[src/rtl/div_if.sv]
`default_nettype none
// ============================================================================
// Module   : div_if
// Purpose  : Execute-stage divide request/response bundle (operands, annul,
//            stall, ready, {HI,LO} result).
// Revision : 1.0
// ============================================================================
interface div_if #(
    parameter int WIDTH = 32
);
    logic                 start;
    logic                 signed_div;
    logic [WIDTH-1:0]     opa;
    logic [WIDTH-1:0]     opb;
    logic                 annul;
    logic                 stall;
    logic                 ready;
    logic [2*WIDTH-1:0]   result;

    modport master (
        output start, signed_div, opa, opb, annul,
        input  stall, ready, result
    );

    modport slave (
        input  start, signed_div, opa, opb, annul,
        output stall, ready, result
    );
endinterface
`default_nettype wire

[src/rtl/div_unit.sv]
`default_nettype none
// ============================================================================
// Module   : div_unit
// Purpose  : Radix-2 restoring multi-cycle DIV/DIVU; result = {rem(HI), quo(LO)}.
//            Optional macro DIV_EARLY_OUT_EN: skip iteration when opb==0 or
//            |opa| < |opb|.
// Revision : 1.0
// ============================================================================
module div_unit #(
    parameter int WIDTH = 32
) (
    input  wire logic clk,
    input  wire logic rst,
    div_if.slave      bus
);
    localparam int c_CNT_W = $clog2(WIDTH) + 1;

    typedef enum logic [1:0] {
        S_IDLE = 2'd0,
        S_BUSY = 2'd1,
        S_DONE = 2'd2
    } state_t;

    state_t                r_state;
    state_t                w_next;
    logic [c_CNT_W-1:0]    r_cnt;
    logic [WIDTH-1:0]      r_rem;
    logic [WIDTH-1:0]      r_quo;
    logic [WIDTH-1:0]      r_absb;
    logic                  r_neg_q;
    logic                  r_neg_r;
    logic                  r_bzero;
    logic [2*WIDTH-1:0]    r_result;

    logic                  w_accept;
    logic                  w_last;
    logic                  w_early;
    logic                  w_stall;
    logic                  w_ready;
    logic [WIDTH-1:0]      w_abs_a;
    logic [WIDTH-1:0]      w_abs_b;
    logic [WIDTH:0]        w_rem_sh;
    logic                  w_ge;
    logic [WIDTH-1:0]      w_rem_nx;
    logic [WIDTH-1:0]      w_quo_nx;
    logic [WIDTH-1:0]      w_q_fin;
    logic [WIDTH-1:0]      w_r_fin;

    assign w_abs_a  = (bus.signed_div && bus.opa[WIDTH-1]) ? -bus.opa : bus.opa;
    assign w_abs_b  = (bus.signed_div && bus.opb[WIDTH-1]) ? -bus.opb : bus.opb;
    assign w_accept = (r_state == S_IDLE) && bus.start && !bus.annul;
    assign w_last   = (r_cnt == c_CNT_W'(1));

`ifdef DIV_EARLY_OUT_EN
    assign w_early = (bus.opb == '0) || (w_abs_a < w_abs_b);
`else
    assign w_early = 1'b0;
`endif

    // One restoring step: the partial remainder is one bit wider than the
    // divisor only transiently, right after the shift.
    assign w_rem_sh = {r_rem, r_quo[WIDTH-1]};
    assign w_ge     = (w_rem_sh >= {1'b0, r_absb});
    assign w_rem_nx = w_ge ? (w_rem_sh[WIDTH-1:0] - r_absb) : w_rem_sh[WIDTH-1:0];
    assign w_quo_nx = {r_quo[WIDTH-2:0], w_ge};

    // Divide by zero leaves |a| in the remainder, which the dividend sign fix
    // turns back into opa; the quotient is forced to all ones.
    assign w_q_fin = r_bzero ? '1 : (r_neg_q ? -w_quo_nx : w_quo_nx);
    assign w_r_fin = r_neg_r ? -w_rem_nx : w_rem_nx;

    always_ff @(posedge clk or posedge rst) begin
        if (rst) begin
            r_state <= S_IDLE;
        end else begin
            r_state <= w_next;
        end
    end

    always_comb begin
        w_next  = r_state;
        w_stall = 1'b0;
        w_ready = 1'b0;
        case (r_state)
            S_IDLE: begin
                if (w_accept) begin
                    w_stall = 1'b1;
                    w_next  = w_early ? S_DONE : S_BUSY;
                end
            end
            S_BUSY: begin
                w_stall = !bus.annul;
                if (bus.annul) begin
                    w_next = S_IDLE;
                end else if (w_last) begin
                    w_next = S_DONE;
                end
            end
            S_DONE: begin
                w_ready = 1'b1;
                w_next  = S_IDLE;
            end
            default: begin
                w_next = S_IDLE;
            end
        endcase
    end

    always_ff @(posedge clk or posedge rst) begin
        if (rst) begin
            r_cnt    <= '0;
            r_rem    <= '0;
            r_quo    <= '0;
            r_absb   <= '0;
            r_neg_q  <= 1'b0;
            r_neg_r  <= 1'b0;
            r_bzero  <= 1'b0;
            r_result <= '0;
        end else if (w_accept) begin
            r_rem   <= '0;
            r_quo   <= w_abs_a;
            r_absb  <= w_abs_b;
            r_neg_q <= bus.signed_div && (bus.opa[WIDTH-1] ^ bus.opb[WIDTH-1]);
            r_neg_r <= bus.signed_div && bus.opa[WIDTH-1];
            r_bzero <= (bus.opb == '0);
            r_cnt   <= c_CNT_W'(WIDTH);
            if (w_early) begin
                r_result <= {bus.opa, {WIDTH{bus.opb == '0}}};
            end
        end else if ((r_state == S_BUSY) && !bus.annul) begin
            r_rem <= w_rem_nx;
            r_quo <= w_quo_nx;
            r_cnt <= r_cnt - c_CNT_W'(1);
            if (w_last) begin
                r_result <= {w_r_fin, w_q_fin};
            end
        end
    end

    assign bus.stall  = w_stall;
    assign bus.ready  = w_ready;
    assign bus.result = r_result;
endmodule
`default_nettype wire

[src/flat_wrapper.sv]
// flat-port wrapper written by rule: the top's interface ports become plain ports
module div_unit_flat 
#(
    parameter int WIDTH = 32
)
  (clk, rst, bus_start, bus_signed_div, bus_opa, bus_opb, bus_annul, bus_stall, bus_ready, bus_result);
  div_if #(.WIDTH(WIDTH)) bus_i ();
  input  wire logic clk;
  input  wire logic rst;
  input wire logic [$bits(bus_i.start)-1:0] bus_start;
  input wire logic [$bits(bus_i.signed_div)-1:0] bus_signed_div;
  input wire logic [$bits(bus_i.opa)-1:0] bus_opa;
  input wire logic [$bits(bus_i.opb)-1:0] bus_opb;
  input wire logic [$bits(bus_i.annul)-1:0] bus_annul;
  output wire logic [$bits(bus_i.stall)-1:0] bus_stall;
  output wire logic [$bits(bus_i.ready)-1:0] bus_ready;
  output wire logic [$bits(bus_i.result)-1:0] bus_result;
  assign bus_i.start = bus_start;
  assign bus_i.signed_div = bus_signed_div;
  assign bus_i.opa = bus_opa;
  assign bus_i.opb = bus_opb;
  assign bus_i.annul = bus_annul;
  assign bus_stall = bus_i.stall;
  assign bus_ready = bus_i.ready;
  assign bus_result = bus_i.result;
  div_unit #(.WIDTH(WIDTH)) u_core (.clk(clk), .rst(rst), .bus(bus_i));
endmodule
[config.mk]
export PLATFORM = sky130hd
export DESIGN_NAME = div_unit_flat
export DESIGN_NICKNAME = d
export VERILOG_FILES = /design/src/rtl/div_if.sv /design/src/rtl/div_unit.sv /design/src/flat_wrapper.sv
export SDC_FILE = /design/constraint.sdc
export NUM_CORES = 1
export LEC_CHECK = 0
export ABC_AREA = 0
export BUFFER_PORTS_ARGS = -buffer_cell sky130_fd_sc_hd__buf_2
export CAP_MARGIN = 20
export CORE_MARGIN = 10
export CORE_UTILIZATION = 35
export DETAILED_ROUTE_END_ITERATION = 10
export HOLD_SLACK_MARGIN = 0.05
export SLEW_MARGIN = 20
export SYNTH_ARGS = -nofsm -noshare
export SYNTH_HDL_FRONTEND = slang
export SYNTH_SLANG_ARGS = --single-unit
[constraint.sdc]
create_clock -name clk -period 6.4 [get_ports clk]
set_clock_uncertainty 0.1 [all_clocks]
set_input_delay 0.32 -clock clk [delete_from_list [all_inputs] [get_ports clk]]
set_output_delay 0.32 -clock clk [all_outputs]
set_load 0.02 [all_outputs]
==> results of run 1 <==
[per-stage QoR]
stage / total power, mW / cells / util / worst slack, ns
floorplan: 4.571 / 1439 / - / 1.348
global placement: 5.723 / 1957 / 0.3842 / 1.412
detailed placement: 5.760 / 1957 / 0.3842 / 1.280
CTS: 6.859 / 1992 / 0.4031 / 1.258
global route: 7.383 / 1993 / 0.4036 / 0.7959
finish: 6.889 / 1995 / 0.4037 / 1.186
[repair_timing]
action	4_1_cts	5_1_grt
endpoints found under the hold margin	48	0
gates resized for setup	0	0
hold buffers	3	0
[worst max-delay path by stage]
| stage | from | endpoint | slack, ns | depth (start not counted) |
|---|---|---|---|---|
| 2_1_floorplan | rst | u_core.bus.result[0]$_DFFE_PP0P_ | 1.35 | 1 |
| 3_3_place_gp | u_core.r_rem[14]$_DFFE_PP0P_ | u_core.bus.result[62]$_DFFE_PP0P_ | 1.41 | 13 |
| 3_5_place_dp | u_core.r_rem[14]$_DFFE_PP0P_ | u_core.bus.result[62]$_DFFE_PP0P_ | 1.28 | 13 |
| 4_1_cts | u_core.r_rem[14]$_DFFE_PP0P_ | u_core.bus.result[62]$_DFFE_PP0P_ | 1.26 | 14 |
| 5_1_grt | u_core.r_rem[14]$_DFFE_PP0P_ | u_core.bus.result[62]$_DFFE_PP0P_ | 0.80 | 14 |
| 6_report | u_core.r_rem[14]$_DFFE_PP0P_ | u_core.bus.result[62]$_DFFE_PP0P_ | 1.19 | 14 |
[sequential cells by signal, indices dropped and copies added (netlist names), 2 cells and up]
| signal | count |
|---|---|
| u_core.r_cnt | 6 |
| u_core.r_quo | 32 |
| u_core.bus.result | 64 |
| u_core.r_state | 2 |
| u_core.r_absb | 32 |
| u_core.r_rem | 32 |
[worst max-delay path: stages, from the launching register on]
cell and delay [ns]:
dfrtp_1 0.44, ha_1 0.49, nand2_1 0.13, o21ai_2 0.29
o2111ai_1 0.25, or4_4 0.57, o21ai_4 0.57, mux2i_1 0.36
ha_1 0.37, nand4_1 0.16, a21boi_1 0.27, nand4_1 0.30
o41ai_1 0.50, xor2_1 0.20, o21ai_1 0.07
[cell families (layout without fill, tap and decap cells)]
kind of cell / Yosys count / after routing / share of synthesized area
simple gates: 488 / 488 / 0.1872
compound gates: 445 / 445 / 0.2394
flops: 171 / 171 / 0.3645
xor+xnor: 141 / 141 / 0.1052
buf+inv: 136 / 242 / 0.04519
fa+ha+maj: 39 / 39 / 0.04221
mux: 19 / 19 / 0.01631
other cells: 0 / 2 / 0
[layout by cell type (no fill, tap or decap), types with 11 or more instances in the layout]
master     count
buf_4         14
clkbuf_16     17
or4_1         11
nand2_1      227
nor2_1       113
mux2i_1       18
dfrtp_1      171
inv_1         56
buf_2        134
a21oi_1       90
a22oi_1       17
nand3_1       22
a31oi_1       24
nand4_1       12
nor4_1        14
o21ai_0      161
xnor2_1       59
o41ai_1       17
and2_1        11
nor3_1        26
o21ai_1       14
o31ai_1       26
xor2_1        82
or3_1         12
ha_1          38
[cells in the mapped netlist, types with 8 or more instances]
cell type    n
nand2_1    228
dfrtp_1    171
o21ai_0    161
nor2_1     114
a21oi_1     90
xor2_1      82
clkbuf_1    63
xnor2_1     59
inv_1       57
ha_1        38
nor3_1      26
o31ai_1     26
a31oi_1     24
nand3_1     22
mux2i_1     18
a22oi_1     17
o41ai_1     17
nor4_1      14
o21ai_1     14
nand4_1     12
or3_1       12
and2_1      11
or4_1       11
a211oi_1    10
o21a_1      10
a21o_1       8
buf_2        8
[report_power, final]
group | switching [mW] | total, mW | leakage [nW] | internal, mW
clock | 0.524 | 1.08 | 0.293 | 0.559
combinational | 2.63 | 4.04 | 3.50 | 1.41
sequential | 0.347 | 1.76 | 2.23 | 1.42
[per-layer routing]
metal / GRT usage / up-vias / wire length [um]
li1: - / 5317 / -
met1: 0.2528 / 5056 / 17940
met2: 0.2719 / 303 / 16650
met3: 0.03776 / 53 / 2361
met4: 0.05089 / 8 / 631
met5: 0 / - / 49
[final cells by class]
class	instances	share of cell area
timing repair buffer	152	0.06109
clock inverter	15	0.01304
antenna	2	0.0003725
clock buffer	17	0.03166
inverter	58	0.01676
sequential	171	0.3185
tap	448	0.04172
multi-input combinational	1132	0.5169
==> out/summary.txt, run 1 <==
Outcome - finished clean
WL per Instance - 18.86 um
Die area - 41260 um^2
Vias/cell - 5.382
Peak VDD IR - 0.0002607 V
Slew @ Worst Pin - 0.9746 ns
Fin. Hold Viols - 0
Antenna viol nets, final - 0
Mean Syn Cell Area - 8.158 um^2
Req. time, crit path - 6.62 ns
Most used DFF post-synth - dfrtp_1
Area of the multi-input gates - 6945 um^2
Library cells used by synthesis - 78
Die H - 203.1 um
Hold WS - 0.06726 ns
Clk_lat worst skew - 0.45 ns
Hold path depth - 3
Row cnt - 67
LEAKAGE - 6.031 nW
Flops & latches, synth - 171
CTS clock-pin slew for the worst setup and hold paths - 0.08 ns
Slew Limit Fails - 0
CP Data Arrival Time - 5.43 ns
DP HPWL - 28.75 mm
CTS Buffer Depth - 2
Peak Freq - 191.8 MHz
Max-cap violations - 0
Initial DRC Count - 713
Clk sink count - 171
Post CTS Setup Buffer Count - 0
I/O pins - 135
Reg2reg start - u_core.r_rem[14]$_DFFE_PP0P_
Cell Area, Synth - 11740 um^2
Vias - 10740
Num CTS Buffers - 17
Hold EP - u_core.r_absb[21]$_DFFE_PP0P_
Core area - 33280 um^2
Hold Crit Class - input pin to flip-flop
Final WL - 37.63 mm
CP Launch Type - flip-flop
GPL Wtd Cong - 0.9394
Worst reg-to-reg setup slack - 1.19 ns
Slew HR - 0.3442
Synthesized Nets - 1547
Dpl cell area - 12790 um^2
R2R Path End - u_core.bus.result[62]$_DFFE_PP0P_
Post-Synthesis Cells - 1439
Initial Util - 0.3527
Asr flop ratio synth - 1.000
RSZ-0062 raised after global routing - false
Period minus WS final - 5.214 ns
NumNets Final - 1640
Post-synth EDFFs - 0
First-pass DRT Iterations - 7
CTS tree - yes
Crit. End Element - flip-flop
Setup CP Type - flip-flop to flip-flop
Overall Global Routing Usage - 0.1795
Leading area contributor after synthesis - dfrtp_1
Pin count of the biggest net entering global routing - 79
Ranking of synthesized cells by area - dfrtp_1 (36%), nand2_1 (7.3%), o21ai_0 (6.9%), xor2_1 (6.1%), xnor2_1 (4.4%)
First-pass GRT wire length - 59.33 mm
Cell area after layout - 13440 um^2
Cell area power density - 512.7 nW/um^2
Synth top area share - 0.3645
Sequential area share after synthesis - 0.3645
Setup violators final - 0
Die width - 203.1 um
Port bufs - 134
Number of global-route vias before repair - 10430
Setup TNS - 0 ns
Drt drc - 0
HP Start - bus_opb[21]
R2R depth - 14
Root buffer cell - clkbuf_16
Crit Path Max Fanout - 23
Synth warn - 0
Overflow after GRT - 0
Synth-to-layout area growth - 14.46%
Htree depth - 4
Fin crit share - 0.8147
Fillers - 3428
Initial antenna violation count - 6
Fraction of layout cells with a size suffix above 1 - 0.1327
FF/Latch Area - 4279 um^2
No activity file was read; power rests on OpenSTA's default activity.
==> run 2: changes to the inputs <==
--- a/config.mk
+++ b/config.mk
@@ -5,7 +5,7 @@
 export SDC_FILE = /design/constraint.sdc
 export NUM_CORES = 1
 export LEC_CHECK = 0
-export ABC_AREA = 0
+export ABC_AREA = 1
 export BUFFER_PORTS_ARGS = -buffer_cell sky130_fd_sc_hd__buf_2
 export CAP_MARGIN = 20
 export CORE_MARGIN = 10
==> constraint.sdc (replaced) <==
create_clock -name clk -period 4.2 [get_ports clk]
set_clock_uncertainty 0.1 [all_clocks]
set_input_delay 0.21 -clock clk [delete_from_list [all_inputs] [get_ports clk]]
set_output_delay 0.21 -clock clk [all_outputs]
set_load 0.02 [all_outputs]
==> run 2 against run 1 <==
Effect of this change: hold slack is essentially flat; count of clock-buffer cells in the layout grew 2; routed wire length grew 25%; final cell count grew 32%; sequential share of layout area shrank 3.7 points; critical path depth grew 12; register-to-register slack lost 0.80 ns; non-clock buffer count grew 46.
==> out/summary.txt, run 2 <==
Synth-to-layout area growth - 16.59%
CP Data Arrival Time - 4.06 ns (-1.37 ns)
Drt drc - 0 (unchanged)
Vias/cell - 5.071 (-5.8%)
Num CTS Buffers - 17 (unchanged)
Synthesized Nets - 2112 (+37%)
Cell area power density - 822.5 nW/um^2 (+60%)
Overflow after GRT - 0 (unchanged)
Final WL - 47.00 mm (+25%)
Initial Util - 0.3552 (+0.002479)
Setup violators final - 0 (unchanged)
Core Util, Final - 0.4141 (+0.01038)
Overall Global Routing Usage - 0.2091 (+0.02964)
Clk sink count - 171 (unchanged)
Fin. Hold Viols - 0 (unchanged)
Slew @ Worst Pin - 1.016 ns (+0.04091 ns)
Post-Synthesis Cells - 2004 (+39%)
Asr flop ratio synth - 1.000 (unchanged)
Most used DFF post-synth - dfrtp_1
Flops & latches, synth - 171 (unchanged)
Most numerous cell in the Yosys netlist - nand2_1
NumNets Final - 2266 (+38%)
Row cnt - 70 (+4.5%)
Power consumption - 12.50 mW (+81%)
FF/Latch Area - 4279 um^2 (unchanged)
Pin count of the biggest net entering global routing - 96 (+22%)
Initial antenna violation count - 3 (-3)
LEAKAGE - 8.044 nW (+33%)
GPL Wtd Cong - 0.9920 (+5.6%)
Commonest non-fill, non-tap cell in the layout - nand2_1
Cell area after layout - 15200 um^2 (+13%)
Antenna viol nets, final - 0 (unchanged)
Max-cap violations - 0 (unchanged)
Area of the multi-input gates - 7303 um^2 (+5.2%)
Worst setup margin - 0.3822 ns (-0.8038 ns)
Fin crit share - 0.9090 (+0.09431)
Most frequent cells in the layout - nand2_1 (624), inv_1 (304), nand3_1 (186)
Initial DRC Count - 912 (+28%)
Max FFs per register - 64 (unchanged)
Dpl ws - 0.4424 ns (-0.8376 ns)
Vias - 13380 (+25%)
Cell Area, Synth - 13040 um^2 (+11%)
Sequential area share after synthesis - 0.3283 (-0.03625)
CP Launch Type - flip-flop
Fillers - 3918 (+14%)
First-pass DRT Iterations - 5 (-2)
CTS tree - yes
Req. time, crit path - 4.44 ns (-2.18 ns)
Leading area contributor after synthesis - dfrtp_1
Crit. End Element - flip-flop
Slew Limit Fails - 0 (unchanged)
WL per Instance - 17.81 um (-5.6%)
Synth warn - 0 (unchanged)
Library cells used by synthesis - 46 (-41%)
Die H - 213.0 um (+4.8%)
Slew HR - 0.3222 (-0.02202)
Setup TNS - 0 ns (unchanged)
Hold Crit Class - input pin to flip-flop
CTS clock-pin slew for the worst setup and hold paths - 0.07 ns (about the same)
Peak Freq - 261.9 MHz (+37%)
Crit Path Max Fanout - 4 (-83%)
N_diodes - 0 (-2)
Period minus WS final - 3.818 ns (-1.396 ns)
Htree depth - 4 (unchanged)
I/O pins - 135 (unchanged)
Synth top area share - 0.3283 (-0.03625)
Port bufs - 134 (unchanged)
DP HPWL - 36.29 mm (+26%)
Root buffer cell - clkbuf_16
Peak VDD IR - 0.0005936 V (+130%)
Die width - 213.0 um (+4.8%)
Dpl cell area - 14180 um^2 (+11%)
Outcome - finished clean
Mean Syn Cell Area - 6.504 um^2 (-20%)
Commonest cells in the netlist - nand2_1 (624), inv_1 (305), nand3_1 (186)
First-pass GRT wire length - 73.68 mm (+24%)
Number of global-route vias before repair - 13200 (+27%)
Fraction of layout cells with a size suffix above 1 - 0.1248 (-0.007859)
Clk_lat worst skew - 0.45 ns (about the same)
Die area - 45360 um^2 (+9.9%)
Core area - 36700 um^2 (+10%)
Setup CP Type - flip-flop to flip-flop
CTS Buffer Depth - 2 (unchanged)
Ranking of synthesized cells by area - dfrtp_1 (33%), nand2_1 (18%), inv_1 (8.8%), nand3_1 (7.1%), nor2_1 (5.0%)
Post-synth EDFFs - 0 (unchanged)
==> run 2: changes by cell type after synthesis, sizes merged, moves of 19 or more <==
cell   change
a21oi     -40
inv      +255
nand2    +428
nand3    +170
nor2      +78
o21ai     -58
o31ai     -19
o41ai     -20
xnor2     -49
xor2      -32
==> run 2: final cells by class <==
cell class | count | share of cell area
Clock buffer | 19 | 0.02915
Clock inverter | 13 | 0.008315
Inverter | 315 | 0.07805
Multi-Input combinational cell | 1455 | 0.4806
Sequential cell | 171 | 0.2816
Tap cell | 468 | 0.03853
Timing Repair Buffer | 198 | 0.08381
==> run 2: cells by family (layout without fill, tap and decap cells) <==
logic type,count (synthesis),count (layout),share of synthesized area
compound gates,247,247,0.1093
xor+xnor,60,60,0.04031
fa+ha+maj,39,39,0.03801
buf+inv,378,545,0.1135
flops,171,171,0.3283
simple gates,1109,1109,0.3706
==> run 2: worst paths after layout <==
path | from | to | slack, ns | cells after the start
min | bus_opb[27] | u_core.r_absb[27]$_DFFE_PP0P_ | 0.07 | 4
max | u_core.r_absb[8]$_DFFE_PP0P_ | u_core.bus.result[26]$_DFFE_PP0P_ | 0.38 | 26
min reg2reg | u_core.bus.result[43]$_DFFE_PP0P_ | u_core.bus.result[43]$_DFFE_PP0P_ | 0.37 | 2
min in group asynchronous | rst | u_core.r_absb[8]$_DFFE_PP0P_ | 0.33 | 3
max reg2reg | u_core.r_absb[8]$_DFFE_PP0P_ | u_core.bus.result[26]$_DFFE_PP0P_ | 0.38 | 26
max in group asynchronous | rst | u_core.bus.result[25]$_DFFE_PP0P_ | 2.55 | 4
==> run 2: through the flow <==
step	hold WS (ns)	instances
after floorplan	0.2475	2004
after global placement	0.2781	2563
after detailed placement	0.2858	2563
after CTS	0.05277	2639
after global routing	0.05057	2639
final	0.06701	2639
==> run 2: repair_timing <==
| action | 4_1_cts | 5_1_grt |
|---|---|---|
| hold endpoints to repair | 69 | 0 |
| endpoints found under the setup margin | 0 | 2 |
| hold buffers | 44 | 0 |
| buffers inserted | 0 | 0 |
| resized for setup | 0 | 1 |
==> run 2: metal layers <==
metal / share of wire / track usage / vias up / wire length [um]
li1: - / - / 6686 / -
met1: 0.45 / 0.2676 / 6273 / 21110
met2: 0.46 / 0.3368 / 342 / 21540
met3: 0.057 / 0.04633 / 75 / 2663
met4: 0.035 / 0.08026 / 6 / 1645
met5: 0.00072 / 0 / - / 34
==> run 2: worst max-delay path: stages (launching register included) <==
cell and delay, ns:
dfrtp_1 0.36, inv_1 0.07, ha_1 0.37, nand2_2 0.12, inv_2 0.03, nand2_1 0.05
nand2_1 0.10, nand3b_4 0.21, nand2_2 0.09, nand2_2 0.08, nand2_4 0.08, nand2_4 0.07
inv_1 0.06, ha_1 0.17, nand3_1 0.11, nor2_1 0.11, nand2_1 0.08, nor3_1 0.20
nand2_1 0.11, nor2_1 0.17, nand2_1 0.12, nor2_1 0.14, nand2_1 0.12, nand2_1 0.11
o21ai_0 0.12, xor2_1 0.18, o22a_1 0.16
==> run 2: power breakdown <==
part	total, mW	switching [mW]	internal (mW)
clock network	1.59	0.794	0.800
registers	2.77	0.508	2.27
logic	8.13	5.63	2.50
total	12.5	6.93	5.57
==> run 3: changes to the inputs <==
--- a/config.mk
+++ b/config.mk
@@ -9,9 +9,10 @@
 export BUFFER_PORTS_ARGS = -buffer_cell sky130_fd_sc_hd__buf_2
 export CAP_MARGIN = 20
 export CORE_MARGIN = 10
-export CORE_UTILIZATION = 35
+export CORE_UTILIZATION = 55
 export DETAILED_ROUTE_END_ITERATION = 10
 export HOLD_SLACK_MARGIN = 0.05
+export PLACE_DENSITY = 0.78
 export SLEW_MARGIN = 20
 export SYNTH_ARGS = -nofsm -noshare
 export SYNTH_HDL_FRONTEND = slang
==> run 3 against run 2 <==
Effect of this change: cell area is 2.0% lower; combinational power is 1% lower; first-iteration DRC count is 36% higher; fmax is 0.63% higher; critical endpoint is now u_core.bus.result[62]$_DFFE_PP0P_; worst setup slack better by 0.024 ns; count of clock-buffer cells in the layout is 1 lower; non-clock buffer count is 14 lower; register-to-register slack better by 0.02 ns; highest routed layer unchanged; critical path depth is 7 lower; via count is 1.9% higher.
==> out/summary.txt, run 3 (synthesis gave the netlist of run 2 again) <==
Crit. End Element - flip-flop
Req. time, crit path - 4.44 ns (about the same)
I/O pins - 135 (unchanged)
GPL Wtd Cong - 1.007 (+1.5%)
Row cnt - 56 (-20%)
Post CTS Setup Buffer Count - 0 (unchanged)
CTS clock-pin slew for the worst setup and hold paths - 0.09 ns (+0.02 ns)
Core area - 23400 um^2 (-36%)
Slew HR - 0.2985 (-0.02377)
Final WL - 44.32 mm (-5.7%)
Crit Path Max Fanout - 40 (+36)
NumNets Final - 2252 (-0.62%)
LEAKAGE - 7.998 nW (-0.58%)
CTS tree - yes
N_diodes - 0 (unchanged)
Outcome - finished clean
Vias - 13630 (+1.9%)
Htree depth - 4 (unchanged)
Overall Global Routing Usage - 0.2916 (+0.08246)
Commonest non-fill, non-tap cell in the layout - nand2_1
Port bufs - 134 (unchanged)
CTS Buffer Depth - 2 (unchanged)
Overflow after GRT - 0 (unchanged)
Clk sink count - 171 (unchanged)
Pin count of the biggest net entering global routing - 153 (+59%)
Antenna viol nets, final - 0 (unchanged)
DP Cell Count - 2409 (-6.0%)
First-pass GRT wire length - 71.11 mm (-3.5%)
Fin. Hold Viols - 0 (unchanged)
Final non-filler cell total - 2476 (-6.2%)
Initial antenna violation count - 2 (-1)
Slew Limit Fails - 0 (unchanged)
Die area - 30260 um^2 (-33%)
Initial DRC Count - 1237 (+36%)
DP HPWL - 33.79 mm (-6.9%)
Synth-to-layout area growth - 14.28%
Hold Crit Class - input pin to flip-flop
Num CTS Buffers - 17 (unchanged)
WL per Instance - 17.90 um (+0.52%)
Max FFs per register - 64 (unchanged)
Slew @ Worst Pin - 1.051 ns (+0.03561 ns)
First-pass DRT Iterations - 8 (+3)
Die width - 174.0 um (-18%)
Period minus WS final - 3.794 ns (-0.02403 ns)
Dpl cell area - 13960 um^2 (-1.6%)
Setup violators final - 0 (unchanged)
Cell area power density - 835.5 nW/um^2 (+1.6%)
CP Launch Type - flip-flop
Setup TNS - 0 ns (unchanged)
Max-cap violations - 0 (unchanged)
Drt drc - 0 (unchanged)
Vias/cell - 5.505 (+8.6%)
Peak VDD IR - 0.0004875 V (-18%)
Hold WS - 0.06067 ns (-0.006336 ns)
Cell area after layout - 14900 um^2 (-2.0%)
Die H - 174.0 um (-18%)
Initial Util - 0.5570 (+0.2018)
Number of global-route vias before repair - 13270 (+0.57%)
Most frequent cells in the layout - nand2_1 (623), inv_1 (304), nand3_1 (186)
Fin crit share - 0.9033 (-0.005720)
RSZ-0062 raised after global routing - false
Peak Freq - 263.6 MHz (+0.63%)
Fraction of layout cells with a size suffix above 1 - 0.1242 (-0.0005806)
Root buffer cell - clkbuf_16
Clk_lat worst skew - 0.45 ns (about the same)
CP Data Arrival Time - 4.03 ns (-0.03 ns)
Setup CP Type - flip-flop to flip-flop
run 3: metrics by stage:
stage,util,setup slack (ns),power [mW]
floorplan,-,0.5972,8.462
global placement,0.5965,0.4102,10.65
detailed placement,0.5965,0.3990,10.73
CTS,0.6360,0.3771,12.38
global route,0.6365,0.08955,13.51
finish,0.6365,0.4062,12.45
run 3: final timing paths:
path	slack, ns	depth (start not counted)	end	start
worst max-delay path	0.41	19	u_core.bus.result[62]$_DFFE_PP0P_	u_core.r_absb[24]$_DFFE_PP0P_
worst min-delay path	0.06	3	u_core.r_absb[28]$_DFFE_PP0P_	bus_opb[28]
worst max register to register	0.41	19	u_core.bus.result[62]$_DFFE_PP0P_	u_core.r_absb[24]$_DFFE_PP0P_
worst min register to register	0.37	2	u_core.bus.result[49]$_DFFE_PP0P_	u_core.bus.result[49]$_DFFE_PP0P_
max in group asynchronous	2.47	4	u_core.r_quo[7]$_DFFE_PP0P_	rst
min in group asynchronous	0.28	3	u_core.r_cnt[4]$_DFFE_PP0P_	rst
run 3: cell type report:
class,count,area (um^2)
multi-input cells,1455,7311
repair buffers,184,1146
clock buffers,18,429.2
flip-flops and latches,171,4279
inverters,315,1186
fillers,2245,8506
clock inverters,14,146.4
well taps,319,399.1
run 3: what timing repair did:
item                                    in CTS  in global routing
resized for setup                            0                  4
hold buffers                                35                  0
endpoints found under the hold margin       51                  0
endpoints found under the setup margin       0                  5
run 3: layer usage:
metal,part of all wire,GRT usage,vias to the layer above
met1,0.42,0.3696,6289
met4,0.049,0.1375,2
li1,-,-,6649
met3,0.073,0.05005,121
met2,0.46,0.4750,569
met5,0.00018,0,-
run 3: critical path, cell delays in order, from the launching register on:
cell and delay [ns]:
dfrtp_1 0.39, inv_1 0.06, ha_1 0.38, nand2_1 0.15, nor2_1 0.26, nand2_1 0.17, nor3_2 0.22, nand2_4 0.08
nand2_4 0.08, buf_4 0.43, nand2_1 0.13, o21ai_2 0.15, ha_1 0.25, nand3_2 0.13, nor2_4 0.23, nand2_1 0.12
nand2_2 0.12, nand3_1 0.09, nand3_1 0.08, nand2_1 0.06
run 3: report_power, final:
| group | internal, mW | switching, mW |
|---|---|---|
| clock network | 0.798 | 0.804 |
| registers | 2.27 | 0.541 |
| logic | 2.48 | 5.56 |
